## config.mk

```make
export PLATFORM = sky130hd
export DESIGN_NAME = pipe_skid_reg_flat
export DESIGN_NICKNAME = d
export VERILOG_FILES = /design/src/rtl/pipe_skid_reg_if.sv /design/src/rtl/pipe_skid_reg.sv /design/src/flat_wrapper.sv
export SDC_FILE = /design/constraint.sdc
export NUM_CORES = 1
export LEC_CHECK = 0
export ABC_CLOCK_PERIOD_IN_PS = 2740
export BUFFER_PORTS_ARGS = -buffer_cell sky130_fd_sc_hd__clkbuf_2
export CAP_MARGIN = 25
export CORE_UTILIZATION = 30
export DETAILED_ROUTE_END_ITERATION = 6
export GPL_ROUTABILITY_DRIVEN = 0
export GPL_TIMING_DRIVEN = 0
export PLACE_DENSITY = 0.56
export SYNTH_ARGS = -nofsm -noshare
export SYNTH_HDL_FRONTEND = slang
export SYNTH_SLANG_ARGS = --single-unit
```

## constraint.sdc

```tcl
create_clock -name clk -period 2.74 [get_ports clk]
set_input_delay 0.548 -clock clk [delete_from_list [all_inputs] [get_ports clk]]
set_output_delay 0.548 -clock clk [all_outputs]
set_load 0.03 [all_outputs]
```

## src/rtl/pipe_skid_reg_if.sv

```systemverilog
// pipe_skid_reg_if
// Handshake bundle around one pipeline register stage.
//   in_valid/in_data/in_ready    : upstream valid/ready channel
//   out_valid/out_data/out_ready : downstream valid/ready channel
//   flush                        : discard everything stored in the stage
//   occupancy/drop_cnt           : status (stored entries, flushed-entry count)
// Modports:
//   slave  - the register stage itself
//   master - the environment driving the stage (upstream + downstream + control)
interface pipe_skid_reg_if #(
    parameter int DATA_W = 32,
    parameter int CNT_W  = 8
);
    logic              flush;
    logic              in_valid;
    logic [DATA_W-1:0] in_data;
    logic              in_ready;
    logic              out_valid;
    logic [DATA_W-1:0] out_data;
    logic              out_ready;
    logic [1:0]        occupancy;
    logic [CNT_W-1:0]  drop_cnt;

    modport slave (
        input  flush, in_valid, in_data, out_ready,
        output in_ready, out_valid, out_data, occupancy, drop_cnt
    );

    modport master (
        output flush, in_valid, in_data, out_ready,
        input  in_ready, out_valid, out_data, occupancy, drop_cnt
    );
endinterface

```

## src/rtl/pipe_skid_reg.sv

```systemverilog
// pipe_skid_reg
// Inter-stage pipeline register with a one-entry skid buffer. in_ready is a
// pure register output (!skid_valid) yet one transfer per cycle is sustained.
// Flush empties both entries, shows a NOP bubble downstream and adds the number
// of discarded valid entries to a saturating drop counter.
// Ports:
//   clk  - rising-edge clock
//   rst  - asynchronous, active-low reset
//   bus  - pipe_skid_reg_if.slave: flush, in_valid/in_data/in_ready,
//          out_valid/out_data/out_ready, occupancy, drop_cnt
module pipe_skid_reg #(
    parameter int                DATA_W    = 32,
    parameter logic [DATA_W-1:0] NOP_VALUE = '0,
    parameter int                CNT_W     = 8
) (
    input  logic          clk,
    input  logic          rst,
    pipe_skid_reg_if.slave bus
);

    logic              out_valid_q, out_valid_d;
    logic [DATA_W-1:0] out_data_q,  out_data_d;
    logic              skid_valid_q, skid_valid_d;
    logic [DATA_W-1:0] skid_data_q,  skid_data_d;
    logic [CNT_W-1:0]  drop_cnt_q,  drop_cnt_d;

    logic       in_fire;
    logic       out_fire;
    logic [1:0] occupancy;
    logic [1:0] dropped;

    // Saturating add of a 0..2 drop amount onto the counter.
    function automatic logic [CNT_W-1:0] sat_add(input logic [CNT_W-1:0] a,
                                                 input logic [1:0]       b);
        logic [CNT_W+1:0] sum;
        logic [CNT_W+1:0] max;
        sum = {2'b00, a} + {{CNT_W{1'b0}}, b};
        max = {2'b00, {CNT_W{1'b1}}};
        if (sum > max) begin
            return {CNT_W{1'b1}};
        end
        return sum[CNT_W-1:0];
    endfunction

    assign in_fire   = bus.in_valid & ~skid_valid_q;
    assign out_fire  = out_valid_q & bus.out_ready;
    assign occupancy = {1'b0, out_valid_q} + {1'b0, skid_valid_q};
    // An entry leaving downstream on the flush edge is a completed transfer,
    // not a drop.
    assign dropped   = occupancy - {1'b0, out_fire};

    always_comb begin
        out_valid_d  = out_valid_q;
        out_data_d   = out_data_q;
        skid_valid_d = skid_valid_q;
        skid_data_d  = skid_data_q;
        drop_cnt_d   = drop_cnt_q;

        if (bus.flush) begin
            out_valid_d  = 1'b0;
            out_data_d   = NOP_VALUE;
            skid_valid_d = 1'b0;
            drop_cnt_d   = sat_add(drop_cnt_q, dropped);
        end else if (!out_valid_q || out_fire) begin
            // Main register frees up: skid has priority to keep FIFO order.
            if (skid_valid_q) begin
                out_valid_d  = 1'b1;
                out_data_d   = skid_data_q;
                skid_valid_d = 1'b0;
            end else if (in_fire) begin
                out_valid_d = 1'b1;
                out_data_d  = bus.in_data;
            end else begin
                out_valid_d = 1'b0;
                out_data_d  = NOP_VALUE;
            end
        end else if (in_fire) begin
            // Main stalled: park the accepted word; in_ready drops next cycle.
            skid_valid_d = 1'b1;
            skid_data_d  = bus.in_data;
        end
    end

    always_ff @(posedge clk or negedge rst) begin
        if (!rst) begin
            out_valid_q  <= 1'b0;
            out_data_q   <= NOP_VALUE;
            skid_valid_q <= 1'b0;
            skid_data_q  <= NOP_VALUE;
            drop_cnt_q   <= '0;
        end else begin
            out_valid_q  <= out_valid_d;
            out_data_q   <= out_data_d;
            skid_valid_q <= skid_valid_d;
            skid_data_q  <= skid_data_d;
            drop_cnt_q   <= drop_cnt_d;
        end
    end

    assign bus.in_ready  = ~skid_valid_q;
    assign bus.out_valid = out_valid_q;
    assign bus.out_data  = out_data_q;
    assign bus.occupancy = occupancy;
    assign bus.drop_cnt  = drop_cnt_q;

endmodule

```

## src/flat_wrapper.sv

```systemverilog
// flat-port wrapper written by rule: the top's interface ports become plain ports
module pipe_skid_reg_flat 
#(
    parameter int                DATA_W    = 32,
    parameter logic [DATA_W-1:0] NOP_VALUE = '0,
    parameter int                CNT_W     = 8
)
  (clk, rst, bus_flush, bus_in_valid, bus_in_data, bus_out_ready, bus_in_ready, bus_out_valid, bus_out_data, bus_occupancy, bus_drop_cnt);
  pipe_skid_reg_if #(.DATA_W(DATA_W), .CNT_W(CNT_W)) bus_i ();
  input  logic clk;
  input  logic rst;
  input wire logic [$bits(bus_i.flush)-1:0] bus_flush;
  input wire logic [$bits(bus_i.in_valid)-1:0] bus_in_valid;
  input wire logic [$bits(bus_i.in_data)-1:0] bus_in_data;
  input wire logic [$bits(bus_i.out_ready)-1:0] bus_out_ready;
  output wire logic [$bits(bus_i.in_ready)-1:0] bus_in_ready;
  output wire logic [$bits(bus_i.out_valid)-1:0] bus_out_valid;
  output wire logic [$bits(bus_i.out_data)-1:0] bus_out_data;
  output wire logic [$bits(bus_i.occupancy)-1:0] bus_occupancy;
  output wire logic [$bits(bus_i.drop_cnt)-1:0] bus_drop_cnt;
  assign bus_i.flush = bus_flush;
  assign bus_i.in_valid = bus_in_valid;
  assign bus_i.in_data = bus_in_data;
  assign bus_i.out_ready = bus_out_ready;
  assign bus_in_ready = bus_i.in_ready;
  assign bus_out_valid = bus_i.out_valid;
  assign bus_out_data = bus_i.out_data;
  assign bus_occupancy = bus_i.occupancy;
  assign bus_drop_cnt = bus_i.drop_cnt;
  pipe_skid_reg #(.DATA_W(DATA_W), .NOP_VALUE(NOP_VALUE), .CNT_W(CNT_W)) u_core (.clk(clk), .rst(rst), .bus(bus_i));
endmodule
```

==> results.md <==
Yosys:
- Ranked by instance count, the synthesized netlist is headed by 74 x sky130_fd_sc_hd__dfrtp_1, 70 x sky130_fd_sc_hd__nand2_1, 35 x sky130_fd_sc_hd__o21ai_0.
- Yosys mapped the design onto 31 distinct sky130hd cell types.
- The number of enable flip-flop cells after synthesis is 0.
- The cell type with the largest total area after synthesis is sky130_fd_sc_hd__dfrtp_1.
- In the synthesized netlist, the number of instances is 307.
- The average cell area after synthesis is roughly 11 um^2.
- The async set-reset flop share out of synthesis is 1.00.
- The share of the synthesized area in the top cell type is 0.557.
- The total standard cell area after synthesis is 0.00333 mm^2.
- Among all cell types in the netlist, the one instantiated most often is sky130_fd_sc_hd__dfrtp_1.
- By area the synthesized netlist is led by sky130_fd_sc_hd__dfrtp_1 56%, sky130_fd_sc_hd__mux2_1 10%, sky130_fd_sc_hd__a22o_1 8.4%, sky130_fd_sc_hd__nand2_1 7.9%, sky130_fd_sc_hd__o21ai_0 5.3%.
- For this run, the number of Yosys warnings is 0.
- Of the synthesized area, sequential elements account for 0.557.
- The number of nets in the synthesized netlist is roughly 350.
- In this run, synthesis produced a sequential element count of 74.
- For this run, the leading register cell type out of synthesis is sky130_fd_sc_hd__dfrtp_1.

Run:
- Max-cap violations in this run came to 0.

Floorplan:
- The starting utilization of the core area is 0.307.
- The y dimension of the die is 107 um.
- In this run the horizontal extent of the chip is 107 um.
- The floorplan step defined a die boundary enclosing 0.0115 mm^2.
- After floorplanning, the core was divided into 38 placement rows.
- The core footprint is approximately 0.011 mm^2.
- The I/O pin count is 81.

Global route:
- The pin count of the biggest net entering global routing is 61.
- The first global-routing pass estimated approximately 13000 um of wire.
- The initial antenna violation count is 0.
- The remaining global-route overflow is 0.
- In the global route stage, overall resource usage came out at 0.152.
- The via count of the first global-routing pass is between 2000 and 3000.

Power:
- In this run the static leakage power is around 2.0 nW.
- Power comes to between 3 and 4 mW.
- The power share of the sequential group is 0.462.
- The power spent charging and discharging nets is 0.918 mW.
- In this run the power density over the cells is 742 mW/mm^2.
- Of the total power, the clock network draws 0.340.
- Of the total power, combinational logic draws 0.198.
- The peak supply drop is ~0.34 mV.
- Of the total power, the share spent switching nets is 0.296.
- The internal cell power is around 2.2 mW.

Clocking:
- In this run the clock root is driven by a sky130_fd_sc_hd__clkbuf_8.
- TritonCTS built the clock tree.
- The TritonCTS buffer count is 9.
- Clock-pin slew was measured on the worst setup and hold paths at around 80 ps.
- No sink is reached through more buffers than the 2 on the longest clock path.
- Counting every sink on the clock net gives 74.
- The count of H-tree levels built during CTS is 3.
- The clock latency reported for the late side of the worst-skew pair is 340 ps.
- The number of setup buffers added after CTS is 0.

Placed design:
- Input and output buffers added on the ports amount to 79.
- The detailed-placement wirelength estimate is 5550 um.

Timing:
- The final sum of negative setup slack is 0 ps.
- Setup violations remaining at the end of the flow were counted as 0.
- The tightest hold path in the finished design has a slack of 84.7 ps.
- The number of hold-slack violations in the final timing report is 0.
- The upper clock frequency limit is 396 MHz.
- The post-route fraction of the period consumed by the critical path is 0.923.
- After layout, the minimum clock period comes to 2530 ps.
- The total count of max-transition violations in the final report is 0.
- At the pin with the least slew margin, the transition time is 531 ps.
- Between clock sinks in the finished design, the worst skew comes to 12.0 ps.
- The relative slew slack is 0.646.
- Setup repair after global routing left no endpoint under its margin.

Setup path:
- The destination of the worst register-to-register timing path is u_core.bus.drop_cnt[5].
- The worst setup path is launched from a flip-flop.
- The worst register-to-register path begins at u_core.bus.out_valid.
- The critical path ends at u_core.bus.drop_cnt[5].
- The highest net fanout along the worst path is 5.
- The reg2reg setup slack is about 210 ps.
- The largest single stage delay on the critical path is around 440 ps.
- The worst setup path is captured at a flip-flop.
- The largest individual stage delay along the critical path comes from the cell sky130_fd_sc_hd__dfrtp_1.
- The depth of the worst register-to-register path is 10.
- The total number of cells along the worst setup path is 10.
- The most critical setup path has its startpoint at u_core.bus.out_valid.
- STA puts the critical path data arrival time at 2810 ps.
- The critical path goes through ha_1, inv_1, ha_1, inv_1, ha_1, inv_1, fa_1, nand4b_1, or3_4, nand3_1.
- The worst path buffer plus inverter count is 3.
- At the worst endpoint, the required time is 3020 ps.
- Broken down by cell family, the worst path's largest delay share belongs to adder cells.
- The critical path is of the flip-flop to flip-flop type.

Finish:
- In the final layout, the multi-input gates occupy 0.00136 mm^2.
- Compared with the post-synthesis result, the final layout area differs by 25.8%.
- The net total in the final layout is 440.
- The count of filler cells inserted in the layout is between 1000 and 1500.
- Of the cells placed in the final design, the portion with a size suffix greater than 1 is 0.261.
- The area occupied by registers is between 0.0015 and 0.002 mm^2.
- 0 antenna diodes ended up in the layout.

Detailed routing:
- Once detail routing completed, the nets flagged for antenna violations numbered 0.
- The post-detailed-route via-to-cell ratio is 4.77.
- The number of remaining DRC errors is 0.
- The met3 wire length is 362 um.
- The met2 wire length is 3730 um.
- The highest routing layer actually used is met4.
- In the final routed layout, each cell accounts on average for 14.6 um.
- In the final routing, the length of wire on met1 measures 3660 um.
- The via total after detailed routing is 2590.
- The iteration-0 DRC count of the detailed router is 111.
- The first TritonRoute pass finished after 4 iterations.
- The final routed wirelength across all metal layers is 7910 um.

Run status:
- The flow ran to the end, and the final reports show no timing, DRC or antenna violations.

Min path:
- The worst hold path belongs to the class input port to asynchronous set/reset pin.
==> power groups by stage <==
stage          clock, mW  combinational (mW)  sequential, mW
4_1_cts             1.09               0.627            1.43
6_report            1.06               0.614            1.43
3_3_place_gp           0               0.606            1.45
5_1_grt             1.13               0.692            1.47
3_5_place_dp           0               0.624            1.46
2_1_floorplan          0               0.280            1.57
==> metrics by stage <==
stage / cell area [um^2] / std cells / worst slack, ps / util
global route: 4190 / 543 / 40.6 / 0.386
CTS: 4180 / 543 / 143 / 0.386
floorplan: 3330 / 307 / 2.40 / -
finish: 4190 / 543 / 212 / 0.386
global placement: 3900 / 526 / 157 / 0.360
detailed placement: 3930 / 527 / 154 / 0.362
==> state kept, by name, summed over array words and instances, names as in the netlist <==
signal / count
u_core.skid_valid_q: 1
u_core.bus.drop_cnt: 8
u_core.bus.out_valid: 1
u_core.bus.out_data: 32
u_core.skid_data_q: 32
==> how the worst min path moves through the flow <==
stage | start | endpoint | slack (ps)
4_1_cts | rst | u_core.skid_data_q[7] | 70
6_report | rst | u_core.skid_data_q[7] | 80
5_1_grt | rst | u_core.skid_data_q[7] | 80
3_5_place_dp | rst | u_core.skid_data_q[7] | 450
2_1_floorplan | rst | u_core.bus.drop_cnt[0] | 250
3_3_place_gp | u_core.skid_data_q[6] | u_core.skid_data_q[6] | 470
==> cell usage in the layout, fill, tap and decap left out, types with 4 or more instances in the layout <==
cell type                  netlist  routed
sky130_fd_sc_hd__mux2_1         30      30
sky130_fd_sc_hd__a22o_1         32      32
sky130_fd_sc_hd__dfrtp_1        74      74
sky130_fd_sc_hd__o21ai_0        35      35
sky130_fd_sc_hd__clkbuf_8        0      11
sky130_fd_sc_hd__clkbuf_1       14      15
sky130_fd_sc_hd__ha_1            4       4
sky130_fd_sc_hd__clkbuf_2        0      78
sky130_fd_sc_hd__nand2_1        70      70
sky130_fd_sc_hd__a21oi_1         4       4
sky130_fd_sc_hd__inv_1           9       9
sky130_fd_sc_hd__buf_2           5       5
==> final cells by class <==
cell class | count | area share
multi-input cells | 203 | 0.325
plain buffers | 21 | 0.0203
clock inverters | 4 | 0.0233
flip-flops and latches | 74 | 0.442
repair buffers | 80 | 0.102
well taps | 140 | 0.0419
inverters | 9 | 0.00807
clock buffers | 12 | 0.0371
==> repair_timing <==
item                       in CTS  in global routing
setup endpoints to repair       0                  5
hold buffers                    0                  0
resized for setup               0                  1
==> logic make-up after synthesis <==
group	after synthesis	share of synthesized area
adder cells (fa/ha/maj)	5	0.0211
buffers and inverters	30	0.0357
XOR/XNOR	2	0.00527
AND/OR/NAND/NOR	88	0.117
multiplexers	34	0.114
AO/OA/AOI/OAI	74	0.150
flip-flops	74	0.557
==> per-layer routing <==
layer  vias to the layer above  global-route usage
li1                       1253                   -
met1                      1258               0.198
met2                        68               0.242
met3                        11              0.0339
met4                         0              0.0695
met5                         -                   0
Power figures use the tool's default switching activity.
